**config.mk**
```make
export PLATFORM = sky130hd
export DESIGN_NAME = sram_edac_responder
export DESIGN_NICKNAME = d
export VERILOG_FILES = /design/src/rtl/sram_edac_responder.sv
export SDC_FILE = /design/constraint.sdc
export NUM_CORES = 2
export LEC_CHECK = 0
export BUFFER_PORTS_ARGS = -buffer_cell sky130_fd_sc_hd__buf_2
export CORE_MARGIN = 4
export CORE_UTILIZATION = 35
export DETAILED_ROUTE_END_ITERATION = 10
export PLACE_DENSITY = 0.49
export SETUP_SLACK_MARGIN = 0.4
export SLEW_MARGIN = 20
export SYNTH_ARGS = -nofsm -noshare
export SYNTH_HDL_FRONTEND = slang
export SYNTH_SLANG_ARGS = --single-unit
```
**constraint.sdc**
```tcl
create_clock -name clk -period 7.5 [get_ports clk]
set_clock_uncertainty 0.05 [all_clocks]
set_input_delay 1.125 -clock clk [delete_from_list [all_inputs] [get_ports clk]]
set_output_delay 1.125 -clock clk [all_outputs]
set_load 0.01 [all_outputs]
```
**src/rtl/sram_edac_responder.sv**
```systemverilog
// ============================================================================
// sram_edac_responder : SEC-DED protected on-chip SRAM target with burst support
// Rev 1.0
// ============================================================================
`default_nettype none

module sram_edac_responder #(
  parameter int ADDR_W = 8,
  parameter int CNT_W  = 8
) (
  input  logic              clk,
  input  logic              rst_n,
  input  logic              cs_n,
  input  logic              sram_we_n,
  input  logic              sram_oe_n,
  input  logic [ADDR_W-1:0] sram_addr,
  input  logic [7:0]        wdata,
  input  logic              burst_mode,
  input  logic [15:0]       burst_length,
  input  logic              inj_en,
  input  logic [12:0]       inj_mask,
  output logic [7:0]        rdata,
  output logic              rdata_valid,
  output logic              busy,
  output logic              err_corrected,
  output logic              err_uncorrectable,
  output logic [ADDR_W-1:0] err_addr,
  output logic [CNT_W-1:0]  corr_count,
  output logic [CNT_W-1:0]  uncorr_count
);

  localparam int DEPTH = 1 << ADDR_W;

  typedef enum logic [1:0] {IDLE, BURST_WR, BURST_RD} state_t;

  // Bit i of the vector holds Hamming position i+1; bit 12 is overall parity.
  function automatic logic [12:0] encode(input logic [7:0] d);
    logic [12:0] c;
    c      = '0;
    c[2]   = d[0];
    c[4]   = d[1];
    c[5]   = d[2];
    c[6]   = d[3];
    c[8]   = d[4];
    c[9]   = d[5];
    c[10]  = d[6];
    c[11]  = d[7];
    c[0]   = d[0] ^ d[1] ^ d[3] ^ d[4] ^ d[6];
    c[1]   = d[0] ^ d[2] ^ d[3] ^ d[5] ^ d[6];
    c[3]   = d[1] ^ d[2] ^ d[3] ^ d[7];
    c[7]   = d[4] ^ d[5] ^ d[6] ^ d[7];
    c[12]  = ^c[11:0];
    return c;
  endfunction

  logic [12:0]       mem_q [DEPTH];

  state_t            state_q, state_d;
  logic [ADDR_W-1:0] addr_q, addr_d;
  logic [15:0]       remain_q, remain_d;
  logic              busy_q, busy_d;
  logic [7:0]        rdata_q, rdata_d;
  logic              rdata_valid_q, rdata_valid_d;
  logic              err_corr_q, err_corr_d;
  logic              err_uncorr_q, err_uncorr_d;
  logic [ADDR_W-1:0] err_addr_q, err_addr_d;
  logic [CNT_W-1:0]  corr_cnt_q, corr_cnt_d;
  logic [CNT_W-1:0]  uncorr_cnt_q, uncorr_cnt_d;

  logic              wr_en, rd_en;
  logic [ADDR_W-1:0] beat_addr;
  logic [15:0]       first_remain;
  logic [12:0]       rd_word, fixed_word;
  logic [3:0]        syn;
  logic              par_fail, dec_corr, dec_uncorr;
  logic [7:0]        dec_data;

  assign first_remain = (burst_length == 16'd0) ? 16'd0 : burst_length - 16'd1;

  always_comb begin
    state_d   = state_q;
    addr_d    = addr_q;
    remain_d  = remain_q;
    busy_d    = busy_q;
    wr_en     = 1'b0;
    rd_en     = 1'b0;
    beat_addr = addr_q;
    case (state_q)
      IDLE: begin
        beat_addr = sram_addr;
        if (!cs_n && (!sram_we_n || !sram_oe_n)) begin
          wr_en = !sram_we_n;
          rd_en = sram_we_n;
          if (burst_mode && first_remain != 16'd0) begin
            state_d  = !sram_we_n ? BURST_WR : BURST_RD;
            addr_d   = sram_addr + 1'b1;
            remain_d = first_remain;
            busy_d   = 1'b1;
          end
        end
      end
      default: begin
        if (cs_n) begin
          state_d = IDLE;
          busy_d  = 1'b0;
        end else begin
          wr_en    = (state_q == BURST_WR);
          rd_en    = (state_q == BURST_RD);
          addr_d   = addr_q + 1'b1;
          remain_d = remain_q - 16'd1;
          if (remain_q == 16'd1) begin
            state_d = IDLE;
            busy_d  = 1'b0;
          end
        end
      end
    endcase
    // Gate so that no array write happens while reset is asserted.
    wr_en = wr_en && rst_n;
  end

  always_comb begin
    rd_word    = mem_q[beat_addr];
    syn        = '0;
    for (int i = 1; i <= 12; i++) begin
      if (rd_word[i-1]) syn = syn ^ 4'(i);
    end
    par_fail   = ^rd_word;
    fixed_word = rd_word;
    dec_corr   = 1'b0;
    dec_uncorr = 1'b0;
    if (par_fail) begin
      if (syn == 4'd0) begin
        dec_corr = 1'b1;
      end else if (syn <= 4'd12) begin
        fixed_word[syn - 4'd1] = ~rd_word[syn - 4'd1];
        dec_corr = 1'b1;
      end else begin
        dec_uncorr = 1'b1;
      end
    end else if (syn != 4'd0) begin
      dec_uncorr = 1'b1;
    end
    dec_data = {fixed_word[11], fixed_word[10], fixed_word[9], fixed_word[8],
                fixed_word[6], fixed_word[5], fixed_word[4], fixed_word[2]};
  end

  always_comb begin
    rdata_d       = rdata_q;
    rdata_valid_d = rd_en;
    err_corr_d    = rd_en && dec_corr;
    err_uncorr_d  = rd_en && dec_uncorr;
    err_addr_d    = err_addr_q;
    corr_cnt_d    = corr_cnt_q;
    uncorr_cnt_d  = uncorr_cnt_q;
    if (rd_en) rdata_d = dec_data;
    if (err_corr_d || err_uncorr_d) err_addr_d = beat_addr;
    if (err_corr_d && corr_cnt_q != '1) corr_cnt_d = corr_cnt_q + 1'b1;
    if (err_uncorr_d && uncorr_cnt_q != '1) uncorr_cnt_d = uncorr_cnt_q + 1'b1;
  end

  always_ff @(posedge clk) begin
    if (wr_en) mem_q[beat_addr] <= encode(wdata) ^ (inj_en ? inj_mask : 13'd0);
  end

  always_ff @(posedge clk or negedge rst_n) begin
    if (!rst_n) begin
      state_q       <= IDLE;
      addr_q        <= '0;
      remain_q      <= '0;
      busy_q        <= 1'b0;
      rdata_q       <= '0;
      rdata_valid_q <= 1'b0;
      err_corr_q    <= 1'b0;
      err_uncorr_q  <= 1'b0;
      err_addr_q    <= '0;
      corr_cnt_q    <= '0;
      uncorr_cnt_q  <= '0;
    end else begin
      state_q       <= state_d;
      addr_q        <= addr_d;
      remain_q      <= remain_d;
      busy_q        <= busy_d;
      rdata_q       <= rdata_d;
      rdata_valid_q <= rdata_valid_d;
      err_corr_q    <= err_corr_d;
      err_uncorr_q  <= err_uncorr_d;
      err_addr_q    <= err_addr_d;
      corr_cnt_q    <= corr_cnt_d;
      uncorr_cnt_q  <= uncorr_cnt_d;
    end
  end

  assign rdata             = rdata_q;
  assign rdata_valid       = rdata_valid_q;
  assign busy              = busy_q;
  assign err_corrected     = err_corr_q;
  assign err_uncorrectable = err_uncorr_q;
  assign err_addr          = err_addr_q;
  assign corr_count        = corr_cnt_q;
  assign uncorr_count      = uncorr_cnt_q;

endmodule

`default_nettype wire

```
==> key figures <==
Outcome
  – Outcome: completed

Routing
  – Final WL: 488000 um
  – WL per Instance: 34.0 um
  – Via count: 82656
  – Drt first-iter violations: 11006
  – Routed vias/inst: 5.77
  – Final ANT Viol Nets: 0
  – TritonRoute pass-1 iters: 7
  – Drt drc: 0

Synth
  – Compound-Gate Fraction of Synth Area: 6.66%
  – Largest family of logic cells by synthesized area: multiplexers
  – Ys Warns: 0
  – Xor/xnor share of the synthesized area: 0.593%
  – Post-synthesis sequential area ratio: 75.5%
  – Post-synthesis adder-cell area fraction: 0.102%
  – Ys async rst share: 1.83%
  – Mapped Area: 0.134 mm^2
  – EDFF count, synth: 3328
  – Syn_area_per_cell: 16.5 um^2
  – Mux cell area share after synthesis: 9.23%
  – Synthesized Nets: 8218
  – Syn Inst Count: 8155
  – Commonest register cell after synthesis: edfxtp_1
  – Yosys cell types: 105
  – Synth Register Bits: 3390
  – Simple-gate share of the synthesized area: 5.76%

GRT
  – Pin count of the biggest net entering global routing: 177
  – Vias in the first global route: 79346
  – First-pass GRT wire length: 664000 um
  – Total GRT Usage: 24.1%
  – Overflow after GRT: 0
  – Initial antenna violation count: 31

Setup path
  – R2r setup slk: 0.42 ns
  – CP Data Required Time: 8.27 ns
  – CP cell instances: o21a_2 -> nor2_4 -> buf_12 -> buf_12 -> mux2i_2 -> o22ai_1 -> nor4_2 -> buf_4 -> o22ai_1 -> or4_1 -> buf_4 -> nor4_2 -> buf_4 -> xnor2_1 -> xnor3_2 -> inv_1 -> ha_2 -> or4b_2 -> o211ai_1 -> o21bai_1 -> o2111a_1 -> nor2_1 -> a211oi_1
  – Top delay family on crit path: simple AND/OR/NAND/NOR gates
  – Largest fanout on the critical path: 23
  – Worst Path Buf+Inv: 6
  – Slowest CP cell: or4_1
  – Slowest stage delay, CP: 0.68 ns
  – Kind of critical path: flip-flop to flip-flop
  – Critical path's most frequent cell: buf_4
  – Startpoint type of the worst setup path: flip-flop
  – Crit path arrival time: 7.85 ns
  – Crit. End Element: flip-flop

Timing
  – Final slew viol count: 0
  – Final Critical Period: 7.08 ns
  – Max Fclk: 0.141 GHz
  – Setup ws final: 0.417 ns
  – Worst hold slack: 0.344 ns
  – Worst-Margin Slew: 1.36 ns
  – Slew Limit Headroom: 9.28%
  – Crit share post-route: 94.4%
  – Final setup viols: 0
  – RSZ-0062 raised after global routing: false
  – Final hold vios: 0

Power and ir drop
  – VDD IR max: 0.471 mV
  – PwrDens: 329 mW/mm^2
  – Static Leakage: 54.6 nW

Die
  – Initial core utilization: 35.2%
  – Die Wd: 628 um
  – Core area: 0.382 mm^2
  – Die area: 0.394 mm^2
  – Die Y-Extent: 628 um
  – I/O pins: 88
  – FP Rows: 227

Placed design
  – IO Port Bufs: 87
  – Routability congestion estimate: 1.06
  – DPL Wire Length: 316000 um
  – Placement Setup Slack: -0.595 ns
  – Inst Count DP: 13631

Job
  – Max-cap violations: 0

Clock network
  – CTS tree: built
  – CTS Hold Buffers Added: 0
  – Clock-pin transition on the worst setup and hold timing paths: 0.06 ns
  – Worst-Skew Late Latency: 0.99 ns
  – Clk buf depth: 4
  – Root buffer cell: clkbuf_16
  – # H-tree levels: 5
  – Num Clock Sinks: 3390
  – TritonCTS Buffers: 367

Final layout
  – Proportion of layout cells with a drive suffix above 1: 18.5%
  – Cell Count, Final, Fillers Out: 14323
  – Commonest non-fill, non-tap cell in the layout: edfxtp_1
  – Layout net count: 9041
  – # fillers: 34384
  – Area grow syn2layout: 18.2%
  – Register area: 0.101 mm^2
  – Leading cell types in the layout, fill and taps excluded: 3328 x edfxtp_1, 999 x mux2i_1, 780 x buf_4
  – Multi-input logic area: 0.0306 mm^2

Worst hold path
  – Hold Crit Class: primary input to async pin
[final timing paths]
| path | to | cells after the start | start |
|---|---|---|---|
| setup / recovery | rdata[2] | 23 | state_q[1] |
| hold / removal | addr_q[5] | 2 | rst_n |
| setup reg to reg | rdata[2] | 23 | state_q[1] |
| hold reg to reg | uncorr_count[5] | 1 | uncorr_count[5] |
| max in group asynchronous | state_q[1] | 2 | rst_n |
| min in group clk | state_q[0] | 2 | sram_we_n |
[final cells by class]
type / count / area share (%)
sequential: 3390 / 63.9
clock buffer: 458 / 6.06
inverter: 19 / 0.0599
antenna: 12 / 0.0189
tap: 5038 / 3.97
clock inverter: 206 / 1.33
timing repair buffer: 979 / 5.39
multi-input combinational: 4221 / 19.3
[cells by family (layout without fill, tap and decap cells)]
| kind of cell | Yosys count | after routing |
|---|---|---|
| AND/OR/NAND/NOR | 1675 | 1675 |
| other | 0 | 12 |
| AO/OA/AOI/OAI | 1351 | 1351 |
| buffers and inverters | 544 | 1662 |
| multiplexers | 1111 | 1111 |
| adder cells (fa/ha/maj) | 11 | 11 |
| XOR/XNOR | 73 | 73 |
| flip-flops | 3390 | 3390 |
[metal layers]
metal / vias up / part of all wire (%) / global-route usage [%]
li1: 34183 / - / -
met1: 43180 / 41 / 32.8
met2: 4254 / 43 / 35.7
met3: 1027 / 9.7 / 5.93
met4: 12 / 6.1 / 12.4
met5: - / 0.016 / 0
[stage by stage]
stage | utilization [%] | total power, mW | cell area, um^2 | TNS (ns)
2_1_floorplan | - | 28.7 | 134000 | -9870.61
3_3_place_gp | 38.3 | 34.2 | 147000 | -8.30
3_5_place_dp | 38.3 | 34.2 | 147000 | -6.27
4_1_cts | 41.4 | 52.1 | 158000 | 0
5_1_grt | 41.5 | 53.8 | 159000 | 0
6_report | 41.5 | 52.2 | 159000 | 0
[state kept, by name (all words and copies together) (netlist names)]
name and count:
err_addr 8, err_corrected 1, err_uncorrectable 1, rdata_valid 1
rdata 8, corr_count 8, mem_q 3328, busy 1
addr_q 8, uncorr_count 8, remain_q 16, state_q 2
[power breakdown]
group / switching [mW] / internal, mW / total (mW)
logic: 8.17 / 4.20 / 12.4
clock network: 7.63 / 10.3 / 17.9
registers: 0.146 / 21.8 / 22.0
total: 15.9 / 36.3 / 52.2
[Yosys cell counts (all sizes together), types with 23 or more instances]
cell	n	area [um^2]
nor4	124	803
a21oi	163	831
dfrtp	62	1550
a32oi	43	377
edfxtp	3328	99900
xor2	23	216
o21ai	118	602
nand2	684	2580
nand3	119	596
xnor2	45	465
a31oi	87	544
a211oi	140	1050
buf	360	2200
o41ai	23	209
mux2i	1005	10100
mux4	102	2300
a22oi	69	518
and3	152	951
nor2	394	1500
nor3	58	295
o211ai	39	303
o22ai	531	3330
nand4	71	444
clkbuf	165	619
[repair_timing]
action | 4_1_cts | 5_1_grt
pin swaps | 3 | 5
setup buffers | 2 | 6
cloned | 1 | 4
endpoints found under the setup margin | 32 | 10
resized for setup | 23 | 31
Note: power is estimated with default switching activity, not from simulation.
